### config.mk
export PLATFORM = sky130hd
export DESIGN_NAME = key_debouncer
export DESIGN_NICKNAME = d
export VERILOG_FILES = /design/src/rtl/key_debouncer_pkg.sv /design/src/rtl/sync_ff.sv /design/src/rtl/key_debouncer.sv
export SDC_FILE = /design/constraint.sdc
export NUM_CORES = 1
export LEC_CHECK = 0
export ABC_AREA = 1
export CAP_MARGIN = 10
export CORE_MARGIN = 4
export CORE_UTILIZATION = 61
export DETAILED_ROUTE_END_ITERATION = 8
export PLACE_DENSITY = 0.8
export SLEW_MARGIN = 30
export SYNTH_ARGS = -nofsm -noshare
export SYNTH_HDL_FRONTEND = slang
export SYNTH_HIERARCHICAL = 1
export SYNTH_SLANG_ARGS = --single-unit
### constraint.sdc
create_clock -name i_clk -period 4 [get_ports i_clk]
set_input_delay 1 -clock i_clk [delete_from_list [all_inputs] [get_ports i_clk]]
set_output_delay 1 -clock i_clk [all_outputs]
set_load 0.05 [all_outputs]
### src/rtl/key_debouncer_pkg.sv
// Shared types and 50 MHz board defaults for the key debouncer.
package key_debouncer_pkg;

  typedef enum logic [1:0] {IDLE, PRESS_WAIT, HELD, RELEASE_WAIT} state_t;

  localparam int DEBOUNCE_CYCLES_DEFAULT = 1_000_000;
  localparam int HOLD_CYCLES_DEFAULT     = 25_000_000;
  localparam int REPEAT_CYCLES_DEFAULT   = 5_000_000;

  // The debounced level is high in both states that follow an accepted press.
  function automatic logic is_down(state_t s);
    return (s == HELD) || (s == RELEASE_WAIT);
  endfunction

endpackage

### src/rtl/sync_ff.sv
// Multi-stage flop chain that brings an asynchronous board input into the i_clk domain.
module sync_ff #(
  parameter int   SYNC_STAGES = 2,
  parameter logic RESET_VAL   = 1'b0
) (
  input  logic i_clk,
  input  logic i_rst,
  input  logic i_d,
  output logic o_q
);

  logic [SYNC_STAGES-1:0] stage_reg;

  always_ff @(posedge i_clk) begin
    if (i_rst) begin
      stage_reg <= {SYNC_STAGES{RESET_VAL}};
    end else begin
      stage_reg <= {stage_reg[SYNC_STAGES-2:0], i_d};
    end
  end

  assign o_q = stage_reg[SYNC_STAGES-1];

endmodule

### src/rtl/key_debouncer.sv
// Debounces one raw push-key into a clean level plus press/release pulses.
// Define KEY_DEBOUNCER_AUTOREPEAT_EN to add hold-to-repeat press pulses.
module key_debouncer
  import key_debouncer_pkg::*;
#(
  parameter int SYNC_STAGES     = 2,
  parameter int DEBOUNCE_CYCLES = DEBOUNCE_CYCLES_DEFAULT,
  parameter int KEY_ACTIVE_LOW  = 1,
  parameter int HOLD_CYCLES     = HOLD_CYCLES_DEFAULT,
  parameter int REPEAT_CYCLES   = REPEAT_CYCLES_DEFAULT
) (
  input  logic i_clk,
  input  logic i_rst,
  input  logic i_key,
  output logic o_level,
  output logic o_pressed,
  output logic o_released
);

  localparam int             CNT_W        = $clog2(DEBOUNCE_CYCLES);
  localparam logic [CNT_W-1:0] CNT_LAST   = CNT_W'(DEBOUNCE_CYCLES - 1);
  localparam logic [CNT_W-1:0] CNT_ONE    = CNT_W'(1);
  localparam logic           RAW_RELEASED = (KEY_ACTIVE_LOW != 0);

  if (SYNC_STAGES < 2 || SYNC_STAGES > 4 || DEBOUNCE_CYCLES < 2 ||
      KEY_ACTIVE_LOW < 0 || KEY_ACTIVE_LOW > 1 || HOLD_CYCLES < 1 ||
      REPEAT_CYCLES < 1 || REPEAT_CYCLES > HOLD_CYCLES) begin : g_bad_params
    $error("key_debouncer: illegal parameter combination");
  end

  logic             key_sync;
  logic             key_n;
  state_t           state_reg, state_next;
  logic [CNT_W-1:0] cnt_reg, cnt_next;
  logic             level_reg, pressed_reg, released_reg;
  logic             repeat_hit;

  sync_ff #(
    .SYNC_STAGES(SYNC_STAGES),
    .RESET_VAL  (RAW_RELEASED)
  ) u_sync (
    .i_clk(i_clk),
    .i_rst(i_rst),
    .i_d  (i_key),
    .o_q  (key_sync)
  );

  assign key_n = key_sync ^ RAW_RELEASED;

  always_comb begin
    state_next = state_reg;
    cnt_next   = cnt_reg;
    case (state_reg)
      IDLE: begin
        if (key_n) begin
          state_next = PRESS_WAIT;
          cnt_next   = CNT_ONE;
        end
      end
      PRESS_WAIT: begin
        if (!key_n) begin
          state_next = IDLE;
          cnt_next   = '0;
        end else if (cnt_reg == CNT_LAST) begin
          state_next = HELD;
          cnt_next   = '0;
        end else begin
          cnt_next = cnt_reg + CNT_ONE;
        end
      end
      HELD: begin
        if (!key_n) begin
          state_next = RELEASE_WAIT;
          cnt_next   = CNT_ONE;
        end
      end
      RELEASE_WAIT: begin
        if (key_n) begin
          state_next = HELD;
          cnt_next   = '0;
        end else if (cnt_reg == CNT_LAST) begin
          state_next = IDLE;
          cnt_next   = '0;
        end else begin
          cnt_next = cnt_reg + CNT_ONE;
        end
      end
      default: begin
        state_next = IDLE;
        cnt_next   = '0;
      end
    endcase
  end

`ifdef KEY_DEBOUNCER_AUTOREPEAT_EN
  localparam int RCNT_W = $clog2(HOLD_CYCLES + 1);

  logic [RCNT_W-1:0] rcnt_reg, rcnt_next, rcnt_target;
  logic              repeating_reg, repeating_next;

  // First target is the hold delay, then the repeat period; any exit from HELD restarts.
  always_comb begin
    rcnt_target    = repeating_reg ? RCNT_W'(REPEAT_CYCLES) : RCNT_W'(HOLD_CYCLES);
    repeat_hit     = 1'b0;
    rcnt_next      = '0;
    repeating_next = 1'b0;
    if (state_reg == HELD) begin
      repeating_next = repeating_reg;
      if (rcnt_reg == rcnt_target) begin
        repeat_hit     = 1'b1;
        rcnt_next      = RCNT_W'(1);
        repeating_next = 1'b1;
      end else begin
        rcnt_next = rcnt_reg + RCNT_W'(1);
      end
    end
  end

  always_ff @(posedge i_clk) begin
    if (i_rst) begin
      rcnt_reg      <= '0;
      repeating_reg <= 1'b0;
    end else begin
      rcnt_reg      <= rcnt_next;
      repeating_reg <= repeating_next;
    end
  end
`else
  assign repeat_hit = 1'b0;
`endif

  // Outputs follow the state register by one cycle, so edges are detected against level_reg.
  always_ff @(posedge i_clk) begin
    if (i_rst) begin
      state_reg    <= IDLE;
      cnt_reg      <= '0;
      level_reg    <= 1'b0;
      pressed_reg  <= 1'b0;
      released_reg <= 1'b0;
    end else begin
      state_reg    <= state_next;
      cnt_reg      <= cnt_next;
      level_reg    <= is_down(state_reg);
      pressed_reg  <= ((state_reg == HELD) && !level_reg) || repeat_hit;
      released_reg <= (state_reg == IDLE) && level_reg;
    end
  end

  assign o_level    = level_reg;
  assign o_pressed  = pressed_reg;
  assign o_released = released_reg;

endmodule

### Yosys cells after proc, flatten, opt, wreduce, memory -nomap -nowiden

Index checks and enable logic that the tools add are counted.

* word-level logic and storage cells: 35
* bits in registers: 27
* output and inout bits: 3

* reduce and logical (&&, ||, !) cells: 7
* muxes and demuxes: 13
* eq/ne operators: 8
* add/subtract/negate cells: 1

Operators by type and width (number)
* 2-to-1 mux 20 bit: 5
* one-hot mux 20 bit (4 select lines): 1
* adder 20 x 1 -> 20 bit, second input constant: 1
* == test 20 bit, second input constant: 1
* 2-to-1 mux 2 bit: 6
* one-hot mux 2 bit (4 select lines): 1
* == test 2 bit, second input constant: 2
* AND reduction 4 bit: 1
* != test 3 x 2 -> 1 bit, second input constant: 1
* != test 3 bit, second input constant: 1
* == test 2 x 1 -> 1 bit, second input constant: 1
* logical AND 1 bit: 2
* zero test 2 bit: 1
* != test 2 x 1 -> 1 bit, second input constant: 1
* != test 2 bit, second input constant: 1
* AND reduction 2 bit: 1
* zero test 1 bit: 1
* logical OR 1 bit: 1

### Logic depth before layout (Yosys ltp)

* depth after elaboration: 4
* depth in mapped cells: 10
* depth with buffers taken out: 10

### Cells and area by module

The synthesis kept the hierarchy.

Modules (own cells, without submodules)
* key_debouncer: seq. area each 500.5 um2, times used 1, cells each 222, area an instance 1443.9 um2
* sync_ff: seq. area each 40.0 um2, times used 1, cells each 7, area an instance 58.8 um2

### Worst setup path before layout

Ideal clock, no wire load.

* path type: input to register
* start: in i_rst
* end: reg cnt_reg[13]
* data arrival time: 1590 ps
* stages on the path: 3
* path slack: 2282 ps
* data required time: 3872 ps
* library setup time: 128 ps
* cells stage by stage: clkbuf_1 buf_1 nor2_1

RTL lines
* start: declaration: line key_debouncer.sv:13 `input logic i_rst,`
* end signal: assignment: line key_debouncer.sv:142 `cnt_reg <= cnt_next;`
* end: declaration: line key_debouncer.sv:34 `logic [CNT_W-1:0] cnt_reg, cnt_next;`

No word-level cell between the ends.

### Worst setup path after layout

* start: reg level_reg, in the netlist o_level
* end: out o_level

RTL lines
* start: declaration: line key_debouncer.sv:35 `logic level_reg, pressed_reg, released_reg;`
* start signal: assignment: line key_debouncer.sv:143 `level_reg <= is_down(state_reg);`
* end: declaration: line key_debouncer.sv:15 `output logic o_level,`

No word-level cell between the ends.

==> results.sh <==
export IMPL_die_width_um=57.63
export IMPL_post_cts_setup_buffer_count=0
export IMPL_yosysWarnings=6
export IMPL_regToRegSetupSlack_ns=2.16
export IMPL_clk_latency_ns=0.33
export IMPL_place_detailed_hpwl_mm=2.421
export IMPL_clock_share_of_power_pct=26.4
export IMPL_crit_path_max_incr_delay_ns=0.81
export IMPL_synth_adder_area_share_pct=0.8326
export IMPL_ctsResizeCount=0
export IMPL_ys_ff_latch=27
export IMPL_gr_usage_all_layers_pct=21.12
export IMPL_crit_path_max_fanout=3
export IMPL_detail_route_drc_violations=0
export IMPL_part_of_the_total_power_dissipated_in_sequential_elements_pct=61.5
export IMPL_worst_hold_slack_ns=0.4329
export IMPL_finalWirelength_mm=3.188
export IMPL_number_of_enable_type_register_cells_in_the_synthesized_netlist=0
export IMPL_instance_area_after_placement_um2=1564
export IMPL_ys_types=30
export IMPL_peakVddDrop_uv=255.5
export IMPL_p_leak_nw=0.6106
export IMPL_hold_path_class="reg -> reg"
export IMPL_timing_reg2reg_worst_path_depth=8
export IMPL_final_setup_skew_ns=0.007580
export IMPL_critPathSlowestCell="sky130_fd_sc_hd__clkdlybuf4s50_1"
export IMPL_insertedDiodeCount=0
export IMPL_top_post_synthesis_cells_by_area="sky130_fd_sc_hd__dfxtp_1, sky130_fd_sc_hd__nand2_1, sky130_fd_sc_hd__nor2_1"
export IMPL_initial_utilization_pct=66.03
export IMPL_dieHeight_um=57.63
export IMPL_postSynthCellCount=229
export IMPL_die_area_um2=3321
export IMPL_synthesis_nets=233
export IMPL_slew_limit_headroom_pct=54.66
export IMPL_numCtsBuffers=3
export IMPL_antenna_left=0
export IMPL_setup_slack_ns=1.481
export IMPL_rsz_0062_raised_after_global_routing="false"
export IMPL_instance_count_along_the_most_critical_hold_path=2
export IMPL_synth_async_sr_flop_share_pct=0
export IMPL_grt_antenna_before_repair=0
export IMPL_fin_nets=239
export IMPL_htreeDepth=1
export IMPL_muxShareOfSynthArea_pct=0
export IMPL_final_design_area_no_fill_um2=1594
export IMPL_internal_power_w=0.0003289
export IMPL_power_density_nw_per_um2=287.8
export IMPL_share_of_the_yosys_chip_area_belonging_to_registers_pct=35.97
export IMPL_fp_row_count=17
export IMPL_synthFlopType="sky130_fd_sc_hd__dfxtp_1"
export IMPL_globalRoute_busiestLayer="met2"
export IMPL_crit_reg2reg_capture="cnt_reg[2]$_SDFFE_PP0P_"
export IMPL_preCtsSetupSlack_ns=1.508
export IMPL_first_iter_violations=75
export IMPL_top_cells_by_count_synth="sky130_fd_sc_hd__nand2_1, sky130_fd_sc_hd__nor2_1, sky130_fd_sc_hd__inv_1, sky130_fd_sc_hd__dfxtp_1, sky130_fd_sc_hd__a21oi_1"
export IMPL_gr_usage_met2_pct=32.74
export IMPL_cts_root_buffer_cell="sky130_fd_sc_hd__clkbuf_4"
export IMPL_synthMostInstantiatedCell="sky130_fd_sc_hd__nand2_1"
export IMPL_port_buffer_count=5
export IMPL_first_global_vias=1246
export IMPL_synth_compound_gate_area_share_pct=10.99
export IMPL_routed_wire_length_per_instance_um=12.17
export IMPL_nFillCells=204
export IMPL_critPathArrivalTime_ns=1.52
export IMPL_grt_start_max_net_pins=20
export IMPL_vias_per_cell=5.565
export IMPL_max_cap_violations=0
export IMPL_setup_viol=0
export IMPL_gr_usage_met1_pct=29.79
export IMPL_run_status="complete, no violations"
export IMPL_tritoncts="done"
export IMPL_critPathRequiredTime_ns=3.00
export IMPL_synth_xor_area_share_pct=4.080
export IMPL_drt_first_pass_iters=5
export IMPL_timing_setup_critical_path_class="reg -> out"
export IMPL_crit_chain="clkdlybuf4s50_1"
export IMPL_timing_max_transition_violations_final=0
export IMPL_globalplace_congestion=0.9580
export IMPL_tns_ns=0
export IMPL_netlist_top_cell_by_area="sky130_fd_sc_hd__dfxtp_1"
export IMPL_ctsHoldBuffers=0
export IMPL_power_switching_share_pct=28.30
export IMPL_flow_area_growth_from_synthesis_pct=6.078
export IMPL_cts_sinks=27
export IMPL_synth_top_family_by_area="simple AND/OR/NAND/NOR gates"
export IMPL_yosysTopAreaCellShare_pct=35.97
export IMPL_cts_clk_slew_worst_paths_ns=0.14
export IMPL_start_kind="flip-flop"
export IMPL_largest_register_ff_count=20
export IMPL_grt_met3_usage_pct=2.673
export IMPL_start_point_of_the_worst_hold_path="u_sync/stage_reg[0]$_SDFF_PP1_"
export IMPL_share_of_cells_above_drive_strength_1_pct=10.26
export IMPL_critPathBufInv=1
export IMPL_synth_avg_cell_area_um2=6.562
export IMPL_worst_setup_path_end_kind="primary output"
export IMPL_clock_path_buffers=2
export IMPL_dr_total_vias=1458
export IMPL_worst_path_stages=1
export IMPL_p_sw_w=0.0001298
export IMPL_grt_overflow_total=0
export IMPL_finalHoldViolCount=0
export IMPL_fp_coreArea_um2=2276
export IMPL_hold_path_end="u_sync/stage_reg[1]$_SDFF_PP1_"
export IMPL_synth_area_um2=1503
export IMPL_cpLargestDelayFamily="buffers and inverters"
export IMPL_grt_first_pass_wirelength_mm=5.520
export IMPL_post_synth_and_or_nand_nor_area_fraction_pct=38.80
export IMPL_final_period_minus_worst_setup_slack_ns=2.519
export IMPL_num_io_pins=6
export IMPL_max_freq_mhz=397.1
export IMPL_p_comb_share_pct=12.1
export IMPL_tightestPinTransition_ns=0.6779
export IMPL_finalCritPeriodShare_pct=62.96
## power groups by stage
stage | Sequential [W] | Clock [W] | Combinational (W)
6_report | 0.000282 | 0.000121 | 0.0000557
5_1_grt | 0.000283 | 0.000138 | 0.0000616
4_1_cts | 0.000282 | 0.000123 | 0.0000550
3_5_place_dp | 0.000288 | 0 | 0.0000550
3_3_place_gp | 0.000287 | 0 | 0.0000544
2_1_floorplan | 0.000292 | 0 | 0.0000363
## layout by cell type (no fill, tap or decap), drive strengths merged
| cell type | synthesis | routed |
|---|---|---|
| a21oi | 19 | 19 |
| a31o | 1 | 1 |
| a31oi | 1 | 1 |
| clkbuf | 1 | 3 |
| clkdlybuf4s50 | 0 | 5 |
| clkinv | 1 | 1 |
| clkinvlp | 0 | 1 |
| dfxtp | 27 | 27 |
| ha | 1 | 1 |
| inv | 30 | 30 |
| nand2 | 65 | 65 |
| nand3 | 16 | 16 |
| nand4 | 4 | 4 |
| nor2 | 37 | 37 |
| nor3 | 4 | 4 |
| nor4 | 1 | 1 |
| o21ai | 7 | 7 |
| o22ai | 2 | 2 |
| or2 | 2 | 2 |
| xnor2 | 2 | 2 |
| xor2 | 5 | 5 |
## logic make-up after synthesis
| family | count (synthesis) |
|---|---|
| DFF | 27 |
| AOI/OAI and AO/OA | 30 |
| xor gates and xnor gates | 7 |
| adders and majority gates | 1 |
| buffers and inverters | 35 |
| and+or+nand+nor | 129 |
## metrics by stage
| step | instances | total power (W) | utilization [%] |
|---|---|---|---|
| after floorplan | 229 | 0.0003286 | - |
| after global placement | 258 | 0.0003418 | 68.72 |
| after detailed placement | 258 | 0.0003428 | 68.72 |
| after CTS | 262 | 0.0004598 | 70.04 |
| after global routing | 262 | 0.0004826 | 70.04 |
| final | 262 | 0.0004588 | 70.04 |
## how the worst max path moves through the flow
stage	from	end	slack [ns]
2_1_floorplan	i_rst	cnt_reg[13]$_SDFFE_PP0P_	2.28
3_3_place_gp	i_rst	cnt_reg[6]$_SDFFE_PP0P_	1.56
3_5_place_dp	i_rst	cnt_reg[6]$_SDFFE_PP0P_	1.51
4_1_cts	o_level$_SDFF_PP0_	o_level	1.46
5_1_grt	o_level$_SDFF_PP0_	o_level	1.41
6_report	o_level$_SDFF_PP0_	o_level	1.48
## metal layers
metal	share of wire (%)	vias to the layer above
met5	0	-
met4	2.2	0
met3	5.3	7
met2	46	47
met1	47	671
li1	-	733
## cell type report
class / instances / area (um^2) / share of cell area [%]
clock buffers: 3 / 22.52 / 1.413
clock inverters: 1 / 7.507 / 0.4710
inverters: 31 / 116.4 / 7.300
multi-input cells: 167 / 822.0 / 51.57
flip-flops and latches: 27 / 540.5 / 33.91
well taps: 28 / 35.03 / 2.198
repair buffers: 5 / 50.05 / 3.140
## worst reg2reg max path, stage by stage (launching register included)
cell and delay [ns]:
sky130_fd_sc_hd__dfxtp_1 0.39, sky130_fd_sc_hd__inv_1 0.10, sky130_fd_sc_hd__nand2_1 0.08, sky130_fd_sc_hd__nand2_1 0.08, sky130_fd_sc_hd__nor2_2 0.53, sky130_fd_sc_hd__inv_1 0.24
sky130_fd_sc_hd__o22ai_1 0.26, sky130_fd_sc_hd__nand2_1 0.08, sky130_fd_sc_hd__inv_1 0.06
Note: power is estimated with default switching activity, not from simulation.
